`config.mk`:
```
export PLATFORM = sky130hd
export DESIGN_NAME = parking_meter_counter
export DESIGN_NICKNAME = d
export VERILOG_FILES = /design/src/rtl/parking_meter_pkg.sv /design/src/rtl/parking_meter_counter_edge_sync.sv /design/src/rtl/parking_meter_counter.sv
export SDC_FILE = /design/constraint.sdc
export NUM_CORES = 1
export LEC_CHECK = 0
export BUFFER_PORTS_ARGS = -buffer_cell sky130_fd_sc_hd__buf_2
export CORE_UTILIZATION = 60
export CTS_CLUSTER_SIZE = 14
export DETAILED_ROUTE_END_ITERATION = 7
export PLACE_DENSITY_LB_ADDON = 0.3
export SYNTH_ARGS = -nofsm -noshare
export SYNTH_HDL_FRONTEND = slang
export SYNTH_SLANG_ARGS = --single-unit
```
`constraint.sdc`:
```
create_clock -name clk -period 11.65 [get_ports clk]
set_clock_uncertainty 0.05 [all_clocks]
set_input_delay 0.5825 -clock clk [delete_from_list [all_inputs] [get_ports clk]]
set_output_delay 0.5825 -clock clk [all_outputs]
set_load 0.03 [all_outputs]
```
`src/rtl/parking_meter_pkg.sv`:
```
// ---------------------------------------------------------------------------
// parking_meter_pkg
// Shared constants for the parking meter time-keeping core: saturation
// limit, per-button add amounts, switch reload values and the low-time
// threshold, plus the saturating clamp used by the meter update.
// ---------------------------------------------------------------------------
package parking_meter_pkg;

   localparam logic [15:0] METER_MAX  = 16'd9999;

   localparam logic [15:0] ADD_U      = 16'd50;
   localparam logic [15:0] ADD_L      = 16'd150;
   localparam logic [15:0] ADD_R      = 16'd200;
   localparam logic [15:0] ADD_D      = 16'd500;

   localparam logic [15:0] RELOAD_SW0 = 16'd10;
   localparam logic [15:0] RELOAD_SW1 = 16'd205;

   localparam logic [15:0] LOW_THRESH = 16'd200;

   // Clamp a 17-bit intermediate result to the displayable range.
   function automatic logic [15:0] sat_meter(input logic [16:0] v);
      if (v > {1'b0, METER_MAX}) begin
         sat_meter = METER_MAX;
      end else begin
         sat_meter = v[15:0];
      end
   endfunction

endpackage

```
`src/rtl/parking_meter_counter_edge_sync.sv`:
```
// ---------------------------------------------------------------------------
// edge_sync
// Two-flop synchronizer followed by a rising-edge detector. Produces a
// single-cycle pulse for each low-to-high transition of an asynchronous
// level input; holding the input high yields no further pulses.
//
// Ports:
//   clk     in   system clock
//   rst     in   asynchronous active-high reset, clears all history
//   d_i     in   asynchronous level input
//   pulse_o out  one-cycle pulse on a synchronized rising edge
// ---------------------------------------------------------------------------
module edge_sync (
   input  logic clk,
   input  logic rst,
   input  logic d_i,
   output logic pulse_o
);

   logic s1_q;
   logic s2_q;
   logic prev_q;

   always_ff @(posedge clk or posedge rst) begin
      if (rst) begin
         s1_q   <= 1'b0;
         s2_q   <= 1'b0;
         prev_q <= 1'b0;
      end else begin
         s1_q   <= d_i;
         s2_q   <= s1_q;
         prev_q <= s2_q;
      end
   end

   // Combinational pulse so the meter update lands one edge after the
   // second synchronizer stage. Because prev_q is cleared by reset, an
   // input still high when reset releases counts as a fresh press.
   assign pulse_o = s2_q & ~prev_q;

endmodule

```
`src/rtl/parking_meter_counter.sv`:
```
// ---------------------------------------------------------------------------
// parking_meter_counter
// Time-keeping core of the parking meter. Converts add-time buttons and
// reload switches into a binary seconds-remaining value (0..9999) that
// decrements once per meter second, and produces the blink phase and
// low-time / expired status flags for the display controller.
//
// Ports:
//   clk        in   system clock
//   rst        in   asynchronous active-high reset
//   btnU/L/R/D in   add 50/150/200/500 s (debounced levels)
//   sw0, sw1   in   rising edge reloads meter to 10 s / 205 s
//   meter_data out  seconds remaining, binary
//   second     out  high during the first half of each meter second
//   below200   out  meter_data < 200
//   is0        out  meter_data == 0
// ---------------------------------------------------------------------------
module parking_meter_counter
   import parking_meter_pkg::*;
#(
   parameter int TICKS_PER_SEC = 100_000_000
) (
   input  logic        clk,
   input  logic        rst,
   input  logic        btnU,
   input  logic        btnL,
   input  logic        btnR,
   input  logic        btnD,
   input  logic        sw0,
   input  logic        sw1,
   output logic [15:0] meter_data,
   output logic        second,
   output logic        below200,
   output logic        is0
);

   localparam int CW = (TICKS_PER_SEC > 1) ? $clog2(TICKS_PER_SEC) : 1;
   localparam logic [CW-1:0] CNT_LAST = CW'(TICKS_PER_SEC - 1);
   localparam logic [CW-1:0] CNT_HALF = CW'(TICKS_PER_SEC / 2);

   // Bit order: 0=U 1=L 2=R 3=D 4=sw0 5=sw1
   logic [5:0] raw;
   logic [5:0] pulse;

   assign raw = {sw1, sw0, btnD, btnR, btnL, btnU};

   for (genvar g = 0; g < 6; g++) begin : g_sync
      edge_sync u_edge_sync (
         .clk     (clk),
         .rst     (rst),
         .d_i     (raw[g]),
         .pulse_o (pulse[g])
      );
   end

   logic [CW-1:0] cnt_q,      cnt_d;
   logic [15:0]   meter_q,    meter_d;
   logic          second_q,   second_d;
   logic          below200_q, below200_d;
   logic          is0_q,      is0_d;

   logic          tick;
   logic          dec;
   logic [15:0]   add;
   logic [16:0]   sum;

   assign tick = (cnt_q == CNT_LAST);

   always_comb begin
      add        = '0;
      dec        = 1'b0;
      sum        = '0;
      meter_d    = meter_q;
      cnt_d      = cnt_q;

      // Only the highest-priority button pulse is honoured in a cycle.
      if      (pulse[0]) add = ADD_U;
      else if (pulse[1]) add = ADD_L;
      else if (pulse[2]) add = ADD_R;
      else if (pulse[3]) add = ADD_D;

      if (pulse[5]) begin
         meter_d = RELOAD_SW1;
         cnt_d   = '0;
      end else if (pulse[4]) begin
         meter_d = RELOAD_SW0;
         cnt_d   = '0;
      end else begin
         // Decrement decision uses the old value, so an add arriving on a
         // tick at zero is not reduced. No underflow is possible.
         dec     = tick && (meter_q != 16'd0);
         sum     = {1'b0, meter_q} + {1'b0, add} - {16'd0, dec};
         meter_d = sat_meter(sum);
         cnt_d   = tick ? '0 : cnt_q + CW'(1);
      end

      second_d   = (cnt_d < CNT_HALF);
      below200_d = (meter_d < LOW_THRESH);
      is0_d      = (meter_d == 16'd0);
   end

   always_ff @(posedge clk or posedge rst) begin
      if (rst) begin
         cnt_q      <= '0;
         meter_q    <= '0;
         second_q   <= 1'b1;
         below200_q <= 1'b1;
         is0_q      <= 1'b1;
      end else begin
         cnt_q      <= cnt_d;
         meter_q    <= meter_d;
         second_q   <= second_d;
         below200_q <= below200_d;
         is0_q      <= is0_d;
      end
   end

   assign meter_data = meter_q;
   assign second     = second_q;
   assign below200   = below200_q;
   assign is0        = is0_q;

endmodule

```
After elaboration in Yosys (flattened, before gate mapping)
Index checks and enable logic that the tools add are counted.
{"block": "totals", "in_bits": 8, "mem_bits_ro": 0, "elab_cells": 55, "reg_bits": 64, "latchBits": 0, "ramBits": 0, "memories": 0, "output_inout_bits": 19}
{"block": "op_classes", "n_bitwise": 12, "n_mux": 10, "addsub": 3, "n_shift": 0, "eq_ne": 1, "order_cmp": 3, "reduce_logical": 3, "n_mul": 0, "n_div": 0}
{"operator": "2-to-1 mux 27 bit", "n": 3}
{"operator": "2-to-1 mux 16 bit", "n": 3}
{"operator": "2-to-1 mux 9 bit", "n": 4}
{"operator": "adder 27 x 1 -> 27 bit (second input constant)", "n": 1}
{"operator": "equality test 27 bit (second input constant)", "n": 1}
{"operator": "< comparator 27 x 26 -> 1 bit (second input constant)", "n": 1}
{"operator": "adder 16 x 16 -> 17 bit", "n": 1}
{"operator": "> comparator 17 x 14 -> 1 bit (second input constant)", "n": 1}
{"operator": "subtractor 17 x 1 -> 17 bit", "n": 1}
{"operator": "zero test 16 bit", "n": 1}
{"operator": "< comparator 16 x 8 -> 1 bit (second input constant)", "n": 1}
{"operator": "nonzero test 16 bit", "n": 1}
{"operator": "AND 1 bit", "n": 6}
{"operator": "NOT 1 bit", "n": 6}
{"operator": "logical AND 1 bit", "n": 1}

Longest topological paths before layout
{"block": "logic_depth", "word_depth": 13, "ltp_mapped": 17}

Cells and area by module
Synthesis repeated with hierarchy kept, for this count alone.
{"block": "hier_totals", "cells_unflattened": 436, "area_unflattened_um2": 4052.6}
{"module": "parking_meter_counter", "seq_area_each_um2": 1154.9, "cells_each": 406, "instances": 1, "area_each_um2": 3497.1}
{"module": "edge_sync", "seq_area_each_um2": 75.1, "cells_each": 5, "instances": 6, "area_each_um2": 92.6}

Worst setup path before layout
No wires, ideal clock.
{"block": "synth_timing", "kind": "reg-to-reg", "start": "reg cnt_q[0]", "end": "reg below200_q (netlist: below200)", "arrival_ps": 3990, "period_less_slack_ps": 4128, "stages_incl_launch_ff": 18, "setup_slack_ps": 7522, "path_cell_list": "dfrtp_1 ha_1 and4_1 nand3_2 or3_1 a41oi_1 ha_1 inv_1 ha_1 fa_1 a211oi_2 o211ai_2 and3_4 a311o_1 xor2_1 nand3_1 o41ai_2 a21oi_1"}
{"block": "synth_via", "elab_chain_cells": 8}
{"element": "from (decl)", "line_no": "parking_meter_counter.sv:56", "text": "logic [CW-1:0] cnt_q, cnt_d;"}
{"element": "from (signal assigned)", "line_no": "parking_meter_counter.sv:110", "text": "cnt_q <= cnt_d;"}
{"element": "equality test 27 bit *", "line_no": "parking_meter_counter.sv:67", "text": "assign tick = (cnt_q == CNT_LAST);"}
{"element": "logical AND 1 bit *", "line_no": "parking_meter_counter.sv:91", "text": "dec = tick && (meter_q != 16'd0);"}
{"element": "subtractor 17 x 1 -> 17 bit *", "line_no": "parking_meter_counter.sv:92", "text": "sum = {1'b0, meter_q} + {1'b0, add} - {16'd0, dec};"}
{"element": "> comparator 17 x 14 -> 1 bit", "line_no": "parking_meter_pkg.sv:23", "text": "if (v > {1'b0, METER_MAX}) begin"}
{"element": "2-to-1 mux 16 bit *", "line_no": "parking_meter_pkg.sv:23"}
{"element": "2-to-1 mux 16 bit *", "line_no": "parking_meter_counter.sv:85", "text": "end else if (pulse[4]) begin"}
{"element": "2-to-1 mux 16 bit *", "line_no": "parking_meter_counter.sv:82", "text": "if (pulse[5]) begin"}
{"element": "< comparator 16 x 8 -> 1 bit *", "line_no": "parking_meter_counter.sv:98", "text": "below200_d = (meter_d < LOW_THRESH);"}
{"element": "net below200_d", "line_no": "parking_meter_counter.sv:59", "text": "logic below200_q, below200_d;"}
{"element": "to (signal assigned)", "line_no": "parking_meter_counter.sv:113", "text": "below200_q <= below200_d;"}
{"element": "to (decl)", "line_no": "parking_meter_counter.sv:59"}
The timed path passes the listed nets; every way through them passes the cells marked *.

Worst setup path after layout
Same ends and word-level chain as after synthesis.

==> flow_results.xml <==
<?xml version="1.0" encoding="UTF-8"?>
<metrics>
  <group name="grt">
    <metric name="gr-total-overflow" unit="">0</metric>
    <metric name="first_global_vias" unit="">3177</metric>
    <metric name="grt_first_pass_wirelength" unit="um">14410</metric>
    <metric name="antenna_found_initial" unit="">0</metric>
    <metric name="global_route_usage_over_all_layers" unit="%">25.70</metric>
    <metric name="largest_net_degree_at_the_start_of_global_routing" unit="">65</metric>
  </group>
  <group name="drt">
    <metric name="drt-initial-drc-count" unit="">198</metric>
    <metric name="drt-wirelength-per-cell" unit="um">15.87</metric>
    <metric name="detailedRoute.firstPassIterationCount" unit="">8</metric>
    <metric name="route.vias.total" unit="">3310</metric>
    <metric name="via_cell_ratio" unit="">6.096</metric>
    <metric name="antenna_violating_nets_post_route" unit="">0</metric>
    <metric name="drc" unit="">2</metric>
    <metric name="route.final.wire_length" unit="um">8617</metric>
  </group>
  <group name="finish">
    <metric name="flow.area_growth_from_synthesis" unit="%">10.65</metric>
    <metric name="drive_gt1_share" unit="%">15.67</metric>
    <metric name="final_core_utilization" unit="%">69.62</metric>
    <metric name="instances_no_fill" unit="">543</metric>
    <metric name="antenna_cells_inserted" unit="">0</metric>
    <metric name="final_nets" unit="">498</metric>
    <metric name="fill_cells" unit="">483</metric>
  </group>
  <group name="sta">
    <metric name="timing.final.hold_violations" unit="">0</metric>
    <metric name="worst_pin_slew" unit="ns">0.7611</metric>
    <metric name="fin_crit" unit="ns">4.503</metric>
    <metric name="rsz0062_at_grt" unit="">no</metric>
    <metric name="setup_viol_count_final" unit="">0</metric>
    <metric name="slew_violations" unit="">0</metric>
    <metric name="slew_headroom" unit="%">49.26</metric>
    <metric name="achievable-frequency" unit="MHz">222.1</metric>
    <metric name="fin_worst_hold_slack" unit="ns">0.2876</metric>
    <metric name="setup-tns-final" unit="ns">0</metric>
    <metric name="final_min_period_over_clock_period" unit="%">38.65</metric>
  </group>
  <group name="clocking">
    <metric name="cts_buffer_depth" unit="">2</metric>
    <metric name="h_tree_depth" unit="">3</metric>
    <metric name="post-cts-setup-buffers" unit="">0</metric>
    <metric name="clock-sinks" unit="">64</metric>
    <metric name="path_clk_slew" unit="ns">0.08</metric>
    <metric name="cts-resized-gates" unit="">0</metric>
    <metric name="tritoncts" unit="">built</metric>
    <metric name="clk_latency" unit="ns">0.34</metric>
    <metric name="cts-buffers-inserted" unit="">9</metric>
    <metric name="clock-root-buffer" unit="">sky130_fd_sc_hd__clkbuf_8</metric>
    <metric name="holdBufCountCts" unit="">0</metric>
  </group>
  <group name="floorplan">
    <metric name="floorplan.initialDensity" unit="%">62.92</metric>
    <metric name="die_w" unit="um">84.30</metric>
    <metric name="std_cell_rows" unit="">29</metric>
    <metric name="dieArea" unit="mm2">0.007106</metric>
    <metric name="ioPinCount" unit="">27</metric>
    <metric name="die_y" unit="um">84.30</metric>
    <metric name="core_region_area" unit="mm2">0.006459</metric>
  </group>
  <group name="flow_run">
    <metric name="drv.max_cap_violation_count" unit="">0</metric>
  </group>
  <group name="logic_synthesis">
    <metric name="count_of_state_elements_after_synthesis" unit="">64</metric>
    <metric name="synthDominantAreaCellType" unit="">sky130_fd_sc_hd__dfrtp_1</metric>
    <metric name="synth.distinct_cells" unit="">72</metric>
    <metric name="mappedNetlistArea" unit="mm2">0.004064</metric>
    <metric name="synth_top_cells_by_count" unit="">sky130_fd_sc_hd__dfrtp_1, sky130_fd_sc_hd__nor2_1, sky130_fd_sc_hd__inv_1, sky130_fd_sc_hd__ha_1, sky130_fd_sc_hd__nand2_1</metric>
    <metric name="netlist_instances" unit="">429</metric>
    <metric name="ys_warn_count" unit="">0</metric>
    <metric name="syn-mean-instance-area" unit="um2">9.473</metric>
    <metric name="dominant_register_cell_in_the_synthesized_netlist" unit="">sky130_fd_sc_hd__dfrtp_1</metric>
    <metric name="synth.most_common_cell" unit="">sky130_fd_sc_hd__dfrtp_1</metric>
    <metric name="yosys-top-cells-area" unit="">sky130_fd_sc_hd__dfrtp_1, sky130_fd_sc_hd__ha_1, sky130_fd_sc_hd__xor2_1</metric>
    <metric name="synth_enable_flop_cells" unit="">0</metric>
    <metric name="synth-async-reset-ratio" unit="%">100.0</metric>
    <metric name="synth.yosys.seq_area_share" unit="%">39.50</metric>
    <metric name="post-synth-top-area-fraction" unit="%">37.56</metric>
  </group>
  <group name="placement">
    <metric name="finalWeightedCongestion" unit="">0.8767</metric>
    <metric name="buffer_ports.inserted" unit="">26</metric>
    <metric name="detailedPlacementHpwl" unit="um">6327</metric>
    <metric name="dpl.cell_count" unit="">527</metric>
  </group>
  <group name="setup_path">
    <metric name="crit_type" unit="">reg -&gt; reg</metric>
    <metric name="critPathLaunchType" unit="">flip-flop</metric>
    <metric name="worst-path-max-fanout" unit="">5</metric>
    <metric name="worst_r2r_path_depth" unit="">17</metric>
    <metric name="crit_arrival" unit="ns">4.72</metric>
    <metric name="critical_path.endpoint_type" unit="">flip-flop</metric>
    <metric name="critical_path_required" unit="ns">11.87</metric>
  </group>
  <group name="pwr">
    <metric name="p_leak" unit="nW">2.052</metric>
    <metric name="power_density" unit="mW/mm2">181.1</metric>
    <metric name="power" unit="mW">0.8144</metric>
    <metric name="worst_ir_drop_vdd" unit="uV">99.17</metric>
  </group>
  <group name="worst_hold_path">
    <metric name="hold_path_depth" unit="">1</metric>
    <metric name="timing.hold.worst.class" unit="">in -&gt; reg</metric>
  </group>
  <group name="outcome">
    <metric name="violations" unit="">DRC</metric>
    <metric name="status" unit="">finished with violations</metric>
  </group>
</metrics>
## per-layer routing
metal / wire length, um / share of wire (%) / vias up / GRT usage (%)
met5: 0 / 0 / - / 0
met4: 193 / 2.2 / 0 / 10.97
met3: 323 / 3.7 / 18 / 4.425
met2: 4312 / 50 / 99 / 42.40
met1: 3788 / 44 / 1602 / 33.70
li1: - / - / 1591 / -
## sequential cells by signal, summed over array words and instances (netlist names)
| signal | cells |
|---|---|
| cnt_q | 27 |
| meter_data | 16 |
| g_sync.u_edge_sync.prev_q | 6 |
| g_sync.u_edge_sync.s1_q | 6 |
| g_sync.u_edge_sync.s2_q | 6 |
| below200 | 1 |
| is0 | 1 |
| second | 1 |
## worst max-delay path: stages, from the launching register on
cell	delay, ns
sky130_fd_sc_hd__dfrtp_1	0.38
sky130_fd_sc_hd__ha_1	0.26
sky130_fd_sc_hd__and4_1	0.31
sky130_fd_sc_hd__nand3_2	0.16
sky130_fd_sc_hd__or3_1	0.42
sky130_fd_sc_hd__a41oi_1	0.18
sky130_fd_sc_hd__ha_1	0.17
sky130_fd_sc_hd__inv_1	0.04
sky130_fd_sc_hd__ha_1	0.22
sky130_fd_sc_hd__fa_1	0.44
sky130_fd_sc_hd__a211oi_2	0.33
sky130_fd_sc_hd__o211ai_2	0.17
sky130_fd_sc_hd__and3_4	0.19
sky130_fd_sc_hd__a311o_1	0.33
sky130_fd_sc_hd__xor2_1	0.19
sky130_fd_sc_hd__nand3_1	0.20
sky130_fd_sc_hd__o41ai_2	0.30
sky130_fd_sc_hd__a21oi_1	0.10
## cell families after synthesis
logic type | share of synthesized area [%]
simple gates | 24.23
xor+xnor | 6.866
other cells | 0.09228
compound gates | 15.27
flops | 39.50
mux | 0.2463
buf+inv | 4.680
fa+ha+maj | 9.113
## cell type report
cell class / instances / area (um2) / area share (%)
Clock inverter: 7 / 102.6 / 2.282
Sequential cell: 64 / 1605 / 35.70
Timing Repair Buffer: 28 / 145.1 / 3.228
Multi-Input combinational cell: 320 / 2281 / 50.72
Inverter: 38 / 142.6 / 3.172
Tap cell: 77 / 96.34 / 2.142
Clock buffer: 9 / 123.9 / 2.755
## worst paths after layout
kind	from	endpoint	slack (ns)
max in group asynchronous	rst	cnt_q[9]$_DFF_PP0_	10.64
min reg2reg	g_sync[1].u_edge_sync.s1_q$_DFF_PP0_	g_sync[1].u_edge_sync.s2_q$_DFF_PP0_	0.30
min in group asynchronous	rst	g_sync[1].u_edge_sync.s1_q$_DFF_PP0_	0.40
min	btnL	g_sync[1].u_edge_sync.s1_q$_DFF_PP0_	0.29
max reg2reg	cnt_q[0]$_DFF_PP0_	below200$_DFF_PP1_	7.15
max	cnt_q[0]$_DFF_PP0_	below200$_DFF_PP1_	7.15
## where the power goes
group          internal (mW)  switching [mW]
sequential             0.236          0.0117
combinational          0.127           0.225
clock                  0.123          0.0916
## layout by cell type (no fill, tap or decap), types with 4 or more instances in the layout
cell and instances:
sky130_fd_sc_hd__a211o_1 4, sky130_fd_sc_hd__a21o_1 4, sky130_fd_sc_hd__a21oi_1 20, sky130_fd_sc_hd__and3_1 7, sky130_fd_sc_hd__and4_1 8, sky130_fd_sc_hd__buf_2 26, sky130_fd_sc_hd__clkbuf_8 9, sky130_fd_sc_hd__dfrtp_1 61
sky130_fd_sc_hd__ha_1 28, sky130_fd_sc_hd__inv_1 37, sky130_fd_sc_hd__nand2_1 27, sky130_fd_sc_hd__nand2b_1 8, sky130_fd_sc_hd__nand3_1 9, sky130_fd_sc_hd__nand4_1 11, sky130_fd_sc_hd__nor2_1 46, sky130_fd_sc_hd__nor2b_1 11
sky130_fd_sc_hd__nor3_1 10, sky130_fd_sc_hd__nor4_1 5, sky130_fd_sc_hd__o211ai_1 4, sky130_fd_sc_hd__o21ai_0 8, sky130_fd_sc_hd__o21ai_1 4, sky130_fd_sc_hd__or3_1 7, sky130_fd_sc_hd__xnor2_1 9, sky130_fd_sc_hd__xor2_1 21
## through the flow
stage	setup slack (ns)	instance area, um2
2_1_floorplan	7.522	4068
3_3_place_gp	7.272	4270
3_5_place_dp	7.164	4270
4_1_cts	7.155	4497
5_1_grt	6.780	4497
6_report	7.147	4497
No activity file was read; power rests on OpenSTA's default activity.
